### config.mk
export PLATFORM = sky130hd
export DESIGN_NAME = de2_115_ledg_pwm_driver
export DESIGN_NICKNAME = d
export VERILOG_FILES = /design/src/rtl/ledg_pwm_pkg.sv /design/src/rtl/ledg_pwm_timebase.sv /design/src/rtl/de2_115_ledg_pwm_driver.sv
export SDC_FILE = /design/constraint.sdc
export NUM_CORES = 1
export LEC_CHECK = 0
export ABC_AREA = 1
export BUFFER_PORTS_ARGS = -buffer_cell sky130_fd_sc_hd__buf_2
export CAP_MARGIN = 20
export CELL_PAD_IN_SITES_DETAIL_PLACEMENT = 0
export CELL_PAD_IN_SITES_GLOBAL_PLACEMENT = 1
export CORE_MARGIN = 4
export CORE_UTILIZATION = 39
export DETAILED_ROUTE_END_ITERATION = 16
export MAX_ROUTING_LAYER = met4
export PLACE_DENSITY = 0.92
export SLEW_MARGIN = 20
export SYNTH_ARGS = -nofsm -noshare
export SYNTH_HDL_FRONTEND = slang
export SYNTH_SLANG_ARGS = --single-unit
export TNS_END_PERCENT = 100
### constraint.sdc
create_clock -name clk -period 2.86 [get_ports clk]
set_clock_uncertainty 0.05 [all_clocks]
set_input_delay 0.572 -clock clk [delete_from_list [all_inputs] [get_ports clk]]
set_output_delay 0.572 -clock clk [all_outputs]
set_load 0.02 [all_outputs]
### src/rtl/ledg_pwm_pkg.sv
// Shared constants for the LEDG PWM/blink driver: register map and reset values.
package ledg_pwm_pkg;

    localparam logic [1:0] ADDR_DUTY      = 2'd0;
    localparam logic [1:0] ADDR_BLINK_EN  = 2'd1;
    localparam logic [1:0] ADDR_BLINK_HLF = 2'd2;
    localparam logic [1:0] ADDR_STATUS    = 2'd3;

    localparam logic [31:0] DUTY_RST      = 32'hFFFF_FFFF;
    localparam logic [15:0] BLINK_HLF_RST = 16'h00FF;

    // Last blink_cnt value of a half-period; a programmed 0 behaves as 1.
    function automatic logic [15:0] blink_last(input logic [15:0] hlf);
        return (hlf == 16'd0) ? 16'd0 : hlf - 16'd1;
    endfunction

endpackage

### src/rtl/ledg_pwm_timebase.sv
// Prescaler, PWM counter and registered frame pulse for the LEDG driver.
module ledg_pwm_timebase #(
    parameter int PWM_BITS = 8,
    parameter int PRESCALE = 50
) (
    input  logic                clk,
    input  logic                reset,
    output logic [PWM_BITS-1:0] pwm_cnt,
    output logic                pwm_frame
);
    import ledg_pwm_pkg::*;

    localparam int PW = (PRESCALE > 1) ? $clog2(PRESCALE) : 1;
    localparam logic [PW-1:0] PRESC_LAST = PW'(PRESCALE - 1);

    logic [PW-1:0] presc;
    logic          tick;
    logic          wrap;

    assign tick = (presc == PRESC_LAST);
    assign wrap = tick && (pwm_cnt == '1);

    always_ff @(posedge clk) begin
        if (reset) begin
            presc     <= '0;
            pwm_cnt   <= '0;
            pwm_frame <= 1'b0;
        end else begin
            presc     <= tick ? '0 : presc + 1'b1;
            if (tick)
                pwm_cnt <= pwm_cnt + 1'b1;
            pwm_frame <= wrap;
        end
    end

endmodule

### src/rtl/de2_115_ledg_pwm_driver.sv
// LEDG pin driver: global PWM dimming, per-LED blink gating, Avalon-MM config port.
module de2_115_ledg_pwm_driver #(
    parameter int NUM_LEDS = 9,
    parameter int PWM_BITS = 8,
    parameter int PRESCALE = 50
) (
    input  logic                clk,
    input  logic                reset,
    input  logic [1:0]          address,
    input  logic                chipselect,
    input  logic                write_n,
    input  logic [31:0]         writedata,
    output logic [31:0]         readdata,
    input  logic [NUM_LEDS-1:0] led_in,
    output logic [NUM_LEDS-1:0] led_out,
    output logic                pwm_frame
);
    import ledg_pwm_pkg::*;

    logic [PWM_BITS-1:0] duty_reg;
    logic [PWM_BITS-1:0] duty_act;
    logic [NUM_LEDS-1:0] blink_en;
    logic [15:0]         blink_hlf;
    logic [15:0]         blink_cnt;
    logic                blink_phase;
    logic [PWM_BITS-1:0] pwm_cnt;
    logic                pwm_on;
    logic                wr_en;
    logic                hlf_wr;
    logic                unused_wd;

    assign unused_wd = ^writedata;

    ledg_pwm_timebase #(
        .PWM_BITS (PWM_BITS),
        .PRESCALE (PRESCALE)
    ) u_timebase (
        .clk       (clk),
        .reset     (reset),
        .pwm_cnt   (pwm_cnt),
        .pwm_frame (pwm_frame)
    );

    assign wr_en  = chipselect && !write_n;
    assign hlf_wr = wr_en && (address == ADDR_BLINK_HLF);

    always_ff @(posedge clk) begin
        if (reset) begin
            duty_reg  <= DUTY_RST[PWM_BITS-1:0];
            blink_en  <= '0;
            blink_hlf <= BLINK_HLF_RST;
        end else if (wr_en) begin
            case (address)
                ADDR_DUTY:      duty_reg  <= writedata[PWM_BITS-1:0];
                ADDR_BLINK_EN:  blink_en  <= writedata[NUM_LEDS-1:0];
                ADDR_BLINK_HLF: blink_hlf <= writedata[15:0];
                default: ;
            endcase
        end
    end

    // Reads reflect register state before any same-cycle write lands.
    always_comb begin
        readdata = '0;
        case (address)
            ADDR_DUTY:      readdata[PWM_BITS-1:0] = duty_reg;
            ADDR_BLINK_EN:  readdata[NUM_LEDS-1:0] = blink_en;
            ADDR_BLINK_HLF: readdata[15:0]         = blink_hlf;
            ADDR_STATUS: begin
                readdata[0]             = blink_phase;
                readdata[8 +: PWM_BITS] = pwm_cnt;
            end
            default: ;
        endcase
    end

    // Duty only changes at a frame boundary so a running period is never cut short.
    always_ff @(posedge clk) begin
        if (reset)
            duty_act <= '1;
        else if (pwm_frame)
            duty_act <= duty_reg;
    end

    assign pwm_on = (duty_act == '1) || (pwm_cnt < duty_act);

    // Reprogramming the half-period restarts the blink in the lit half.
    always_ff @(posedge clk) begin
        if (reset) begin
            blink_cnt   <= '0;
            blink_phase <= 1'b0;
        end else if (hlf_wr) begin
            blink_cnt   <= '0;
            blink_phase <= 1'b0;
        end else if (pwm_frame) begin
            if (blink_cnt == blink_last(blink_hlf)) begin
                blink_cnt   <= '0;
                blink_phase <= !blink_phase;
            end else begin
                blink_cnt <= blink_cnt + 16'd1;
            end
        end
    end

    always_ff @(posedge clk) begin
        if (reset)
            led_out <= '0;
        else
            led_out <= led_in & {NUM_LEDS{pwm_on}} & ~(blink_en & {NUM_LEDS{blink_phase}});
    end

endmodule

==> results of run 1 <==
-- layout make-up --
cell class / count / area, µm²
sequential: 82 / 1640
fill: 1172 / 6210
multi-input combinational: 474 / 2430
clock buffer: 10 / 239
timing repair buffer: 62 / 325
clock inverter: 6 / 72.6
inverter: 74 / 278
tap: 143 / 179
-- worst max-delay path, delay by kind of cell, from the launching register on --
| kind | cells | cell delay (ns) |
|---|---|---|
| buffers and inverters | 1 | 0.18 |
| flip-flops | 1 | 0.31 |
| adder cells (fa/ha/maj) | 1 | 0.31 |
| AND/OR/NAND/NOR | 11 | 1.63 |
-- power by group through the flow --
| stage | sequential, mW | clock, mW | combinational (mW) |
|---|---|---|---|
| after detailed placement | 1.21 | 0 | 0.242 |
| final | 1.19 | 1.21 | 0.244 |
| after CTS | 1.19 | 1.23 | 0.243 |
| after global placement | 1.21 | 0 | 0.238 |
| after floorplan | 1.22 | 0 | 0.172 |
| after global routing | 1.19 | 1.28 | 0.272 |
-- cell families after synthesis --
kind of cell / count (synthesis) / share of synthesized area, %
other cells: 1 / 0.0831
compound gates: 100 / 13.1
fa+ha+maj: 12 / 3.33
buf+inv: 107 / 11.0
simple gates: 332 / 33.4
xor+xnor: 14 / 2.72
flops: 82 / 36.4
-- synth_stat cells (2+ instances only) --
cell type and number:
a211oi_1 9, a21oi_1 26, buf_1 5, buf_4 16
buf_6 3, clkbuf_1 7, clkinv_1 2, dfxtp_1 82
ha_1 12, inv_1 70, inv_2 2, nand2_1 153
nand2_2 2, nand3_1 44, nand4_1 17, nor2_1 77
nor2_2 15, nor2_4 2, nor3_1 5, nor3b_1 3
nor4_1 3, o211ai_1 16, o21ai_0 36, o22ai_1 6
xnor2_1 2, xor2_1 12
-- worst min-delay path by stage --
stage	start	to	cells past startpoint
final	led_in[2]	led_out[2]	3
after global routing	led_in[3]	led_out[3]	3
after CTS	led_in[2]	led_out[2]	3
after detailed placement	u_timebase.presc[0]	u_timebase.presc[0]	1
after global placement	u_timebase.presc[0]	u_timebase.presc[0]	1
after floorplan	u_timebase.presc[0]	u_timebase.presc[0]	1
-- layout by cell type (no fill, tap or decap), types with 2 or more instances in the layout --
master     instances
nand2_2            2
inv_2              2
clkinv_4           2
nor4_1             3
dfxtp_1           82
xor2_1            12
clkbuf_16          9
nor3b_1            3
conb_1            16
inv_1             70
inv_6              2
o211ai_1          16
nor2_2            15
o22ai_1            6
clkinv_1           2
o21ai_0           36
ha_1              12
nor3_1             5
nor2_1            77
xnor2_1            2
nand3_1           44
buf_2             56
buf_4              6
nor2_4             2
nand2_1          153
a21oi_1           26
nand4_1           17
a211oi_1           9
-- per-stage QoR --
step / hold slack, ns / cell area [µm²]
floorplan: 0.383 / 4570
global placement: 0.397 / 4850
detailed placement: 0.415 / 4850
CTS: 0.417 / 5160
global route: 0.425 / 5160
finish: 0.421 / 5160
-- routing by layer --
layer	up-vias	wire (µm)	share of wire [%]
met5	-	0	0
met4	0	146	1.3
li1	2202	-	-
met2	140	5240	45
met3	12	776	6.7
met1	1972	5370	47
==> metrics.md, run 1 <==
| Metric | Value |
|---|---|
| Status | `completed` |
| Ant diodes | `0` |
| Core Util, Final | `between 40% and 50%` |
| Netlist cell types | `47` |
| Die X | `116 µm` |
| Setup tns final | `0 ns` |
| Reg2Reg Capture Point | `blink_cnt[3]` |
| Reg2reg path depth | `13` |
| Total congestion overflow | `0` |
| Worst-Skew Late Latency | `about 0.33 ns` |
| Count of pins over their slew limit | `0` |
| CTS Buffer Depth | `2` |
| Pwr Density | `around 510 mW/mm²` |
| Leak | `roughly 2.3 nW` |
| Global Route met3 Usage | `3.45%` |
| Reg2reg start | `blink_hlf[0]` |
| RSZ-0062 raised after global routing | `false` |
| Crit-path cells | `inv_1 -> ha_1 -> nand3_4 -> nor2_2 -> nand2_4 -> nand3b_1 -> nand2_1 -> nor2_2 -> nand4_1 -> nor2_1 -> nand3_1 -> nand2_2 -> nor2_1` |
| Area leader, netlist | `dfxtp_1` |
| CTS resizes | `0` |
| Largest net degree at the start of global routing | `40` |
| Starting Density | `between 30 and 40%` |
| DRT iter0 DRCs | `just under 300` |
| Final HPWL DP | `8.97 mm` |
| VDD IR max | `0.000253 V` |
| Post-synth EDFFs | `0` |
| Worst Setup End Kind | `flip-flop` |
| Fin nets | `762` |
| Clock-pin slew on the worst setup and hold paths | `roughly 0.070 ns` |
| # clock sinks | `just over 80` |
| Hold crit path type | `in2reg` |
| # Max-Cap Violations | `0` |
| Crit path max fanout | `32` |
| Drt first pass iters | `5` |
| Placed Cells | `835` |
| Via count | `between 4k and 5k` |
| Synth async-reset ratio | `0%` |
| Slowest cell on crit path | `nand2_2` |
| Sequential Power Share | `between 40% and 50%` |
| Req. time, crit path | `between 3 and 4 ns` |
| Mapped cell area | `0.00451 mm²` |
| H-Tree Depth | `3` |
| Row Count | `39` |
| Postcts setup bufs | `0` |
| Int Pwr | `1.96 mW` |
| CTS tree | `done` |
| Synth Register Bits | `82` |
| IO Count | `a little under 90` |
| Setup Viol. Count Final | `0` |
| Final Hold Fails | `0` |
| Largest registers | `blink_cnt x16, blink_hlf x16` |
| GR Util met1 | `between 20% and 30%` |
| Placer Congestion | `roughly 0.9` |
| Clock Power Share | `between 40% and 50%` |
| Synth Flop Type | `dfxtp_1` |
| Post-DR vias/cell | `between 5 and 6` |
| Top-area cell type share of the netlist area | `a little over a third` |
| Drt total wl | `11.5 mm` |
| Fin crit period | `2.61 ns` |
| CP startpoint kind | `flip-flop` |
| Antenna-violating nets left | `0` |
| Arr. time, crit path | `between 2 and 3 ns` |
| Synth Instances | `~650` |
| Initial antenna violation count | `0` |
| Vias in the first global route | `4083` |
| Slowest stage delay, CP | `0.33 ns` |
| Hold bufs inserted after CTS | `0` |
| Busiest grt layer | `met2` |
| Setup ws final | `around 0.25 ns` |
| Critical path class | `reg2reg` |
| Period utilisation layout | `between 90% and 100%` |
| CORE AREA | `roughly 0.011 mm²` |
| WL per Instance | `between 10 and 15 µm` |
| CTS Buf Count | `9` |
| Post-synthesis sequential area ratio | `between 30 and 40%` |
| Sw power | `slightly below 0.7 mW` |
| Fmax | `between 0.3 and 0.4 GHz` |
| Drt drc | `0` |
| Worst setup path end | `blink_cnt[3]` |
| First-pass GRT wire length | `between 15 and 20 mm` |
| Gr usage total | `between 10% and 20%` |
| Worst setup startpoint | `blink_hlf[0]` |
| Rel. slew slack | `59.1%` |
| Synthesis-to-layout area growth | `14.5%` |
| Root cell of the clock tree | `clkbuf_16` |
| Filler-free cell count of the finished design | `851` |
| Largest cells by area after synthesis | `dfxtp_1, nand2_1, nor2_1` |
| Switch share | `~26%` |
| Met2 usage | `between 20 and 30%` |
| Synth warn | `0` |
| Die Ht | `between 100 and 150 µm` |
| Dpl ws | `0.263 ns` |
| R2R setup slack | `roughly 0.25 ns` |
| Pwr Total | `between 2 and 3 mW` |
| Syn Area/Cell | `about 7.0 µm²` |
| Layout cell share with drive strength beyond 1 | `15.3%` |
| Logic pwr share | `under 10%` |
| Number of port buffers | `56` |
| Slew @ Worst Pin | `0.611 ns` |
| Die area | `0.0134 mm²` |
Power figures use the tool's default switching activity.
==> run 2: changes to the inputs <==
--- a/config.mk
+++ b/config.mk
@@ -15,6 +15,7 @@
 export DETAILED_ROUTE_END_ITERATION = 16
 export MAX_ROUTING_LAYER = met4
 export PLACE_DENSITY = 0.92
+export REMOVE_ABC_BUFFERS = 1
 export SLEW_MARGIN = 20
 export SYNTH_ARGS = -nofsm -noshare
 export SYNTH_HDL_FRONTEND = slang
==> metrics.md, run 2 (synthesis results as in run 1) <==
| Metric | Value |
|---|---|
| Critical path class | `in2out` |
| Via count | `4387 (+1.4%)` |
| Gr usage total | `18.5% (about the same)` |
| Most frequent cells in the layout | `nand2_1, dfxtp_1, nor2_1` |
| Placer Congestion | `0.917 (+1.8%)` |
| Final HPWL DP | `8.79 mm (-2.0%)` |
| Final instance area | `0.00516 mm² (about the same)` |
| First-pass GRT wire length | `19.4 mm (about the same)` |
| Worst-Skew Late Latency | `0.34 ns (about the same)` |
| Core Util, Final | `45.4% (about the same)` |
| Pwr Density | `507 mW/mm² (-0.92%)` |
| Status | `completed` |
| Req. time, crit path | `2.24 ns (-0.78 ns)` |
| # clock sinks | `82 (unchanged)` |
| Min-Delay Endpoint | `led_out[6]` |
| Leak | `2.33 nW (-0.22%)` |
| Fin nets | `762 (unchanged)` |
| Most common cell after layout, fill and taps aside | `nand2_1` |
| Row Count | `39 (unchanged)` |
| Setup tns final | `0 ns (unchanged)` |
| WL per Instance | `13.5 µm (-0.72%)` |
| Reg2reg path depth | `13 (unchanged)` |
| Post-DR vias/cell | `5.16 (+1.4%)` |
| Filler-free cell count of the finished design | `851 (unchanged)` |
| Layout cell share with drive strength beyond 1 | `15.1% (-0.14 points)` |
| Starting Density | `39.7% (unchanged)` |
| Die Ht | `116 µm (unchanged)` |
| CP startpoint kind | `input pin` |
| Slowest cell on crit path | `inv_1` |
| Hold crit path type | `in2reg` |
| Slew @ Worst Pin | `0.689 ns (+0.0782 ns)` |
| HP Start | `led_in[6]` |
| Largest registers | `blink_cnt x16, blink_hlf x16` |
| Pwr Total | `2.62 mW (-1.0%)` |
| Final Hold Fails | `0 (unchanged)` |
| Reg2Reg Capture Point | `blink_cnt[3]` |
| Drt first pass iters | `5 (unchanged)` |
| Hold WS | `0.419 ns (-0.00194 ns)` |
| H-Tree Depth | `3 (unchanged)` |
| Worst Setup End Kind | `output port` |
| Crit path max fanout | `15 (-53%)` |
| Antenna-violating nets left | `0 (unchanged)` |
| DRT iter0 DRCs | `261 (-9.7%)` |
| Clock-pin slew on the worst setup and hold paths | `0.07 ns (about the same)` |
| Dpl ws | `0.319 ns (+0.0566 ns)` |
| Number of port buffers | `56 (unchanged)` |
| Setup Viol. Count Final | `0 (unchanged)` |
| # Max-Cap Violations | `0 (unchanged)` |
| CTS Buf Count | `9 (unchanged)` |
| Fill count | `1189 (+1.5%)` |
| IO Count | `89 (unchanged)` |
| Placed Area | `0.00485 mm² (unchanged)` |
| Arr. time, crit path | `1.91 ns (-0.86 ns)` |
| Vias in the first global route | `4163 (+2.0%)` |
| Die X | `116 µm (unchanged)` |
| Root cell of the clock tree | `clkbuf_16` |
| Drt drc | `0 (unchanged)` |
| Slowest stage delay, CP | `0.35 ns (+0.02 ns)` |
| Fin crit period | `2.53 ns (-0.0839 ns)` |
| Synthesis-to-layout area growth | `14.4% (about the same)` |
| R2R setup slack | `0.37 ns (+0.12 ns)` |
| Largest net degree at the start of global routing | `37 (-7.5%)` |
| Setup ws final | `0.329 ns (+0.0839 ns)` |
| VDD IR max | `0.000282 V (+11%)` |
| Count of pins over their slew limit | `0 (unchanged)` |
| Ant diodes | `0 (unchanged)` |
| Placed Cells | `835 (unchanged)` |
| Period utilisation layout | `88.5% (-2.9 points)` |
| Total congestion overflow | `0 (unchanged)` |
| CTS Buffer Depth | `2 (unchanged)` |
| CORE AREA | `0.0114 mm² (unchanged)` |
| Rel. slew slack | `53.9% (-5.2 points)` |
| Initial antenna violation count | `0 (unchanged)` |
| Die area | `0.0134 mm² (unchanged)` |
| RSZ-0062 raised after global routing | `false` |
| Hold depth | `3 (unchanged)` |
| Drt total wl | `11.5 mm (-0.72%)` |
| Fmax | `0.395 GHz (+3.3%)` |
| Reg2reg start | `blink_hlf[0]` |
| Crit-path cells | `buf_2 -> inv_1 -> nor2_1 -> inv_1 -> o211ai_1 -> buf_2` |
| CTS tree | `done` |
| Hold bufs inserted after CTS | `0 (unchanged)` |
[run 2: cell counts in the layout (fill, tap and decap cells not counted)]
No cell type changed its count.
[run 2: worst max-delay path by stage]
stage                    startpoint            end  slack (ns)  cells after the start
5_1_grt                blink_hlf[0]   blink_cnt[3]        0.01                     13
4_1_cts                blink_hlf[0]   blink_cnt[3]        0.30                     13
2_1_floorplan  u_timebase.pwm_frame  blink_cnt[15]        0.66                      9
6_report                 address[1]    readdata[3]        0.33                      6
3_5_place_dp           blink_hlf[0]   blink_cnt[3]        0.32                     13
3_3_place_gp             address[1]    readdata[8]        0.34                      6
[run 2: layout make-up]
cell class              instances  area (µm²)  area share (%)
inverters                      74         278            5.38
clock buffers                  10         229            4.44
clock inverters                 6        72.6            1.41
repair buffers                 62         325            6.31
flip-flops and latches         82        1640            31.8
multi-input cells             474        2430            47.2
well taps                     143         179            3.47
[run 2: critical path: cells and delay by family]
family	cells	cell delay, ns
buffers and inverters	4	0.72
AND/OR/NAND/NOR	1	0.27
AO/OA/AOI/OAI	1	0.33
[run 2: where the power goes]
part	switching (mW)	internal (mW)	total [mW]
clock	0.497	0.686	1.18
combinational	0.167	0.0769	0.243
sequential	0.0199	1.17	1.19
total	0.683	1.93	2.62
[run 2: per-layer routing]
layer | up-vias | part of all wire [%] | track usage [%]
li1 | 2204 | - | -
met1 | 1977 | 44 | 23.7
met2 | 188 | 45 | 29.1
met3 | 18 | 8.8 | 3.60
met4 | 0 | 2.0 | 7.12
met5 | - | 0 | -
[run 2: timing repair]
item                       in CTS  in global routing
buffers inserted                0                  0
setup endpoints to repair       0                 15
gates resized for setup         0                  1
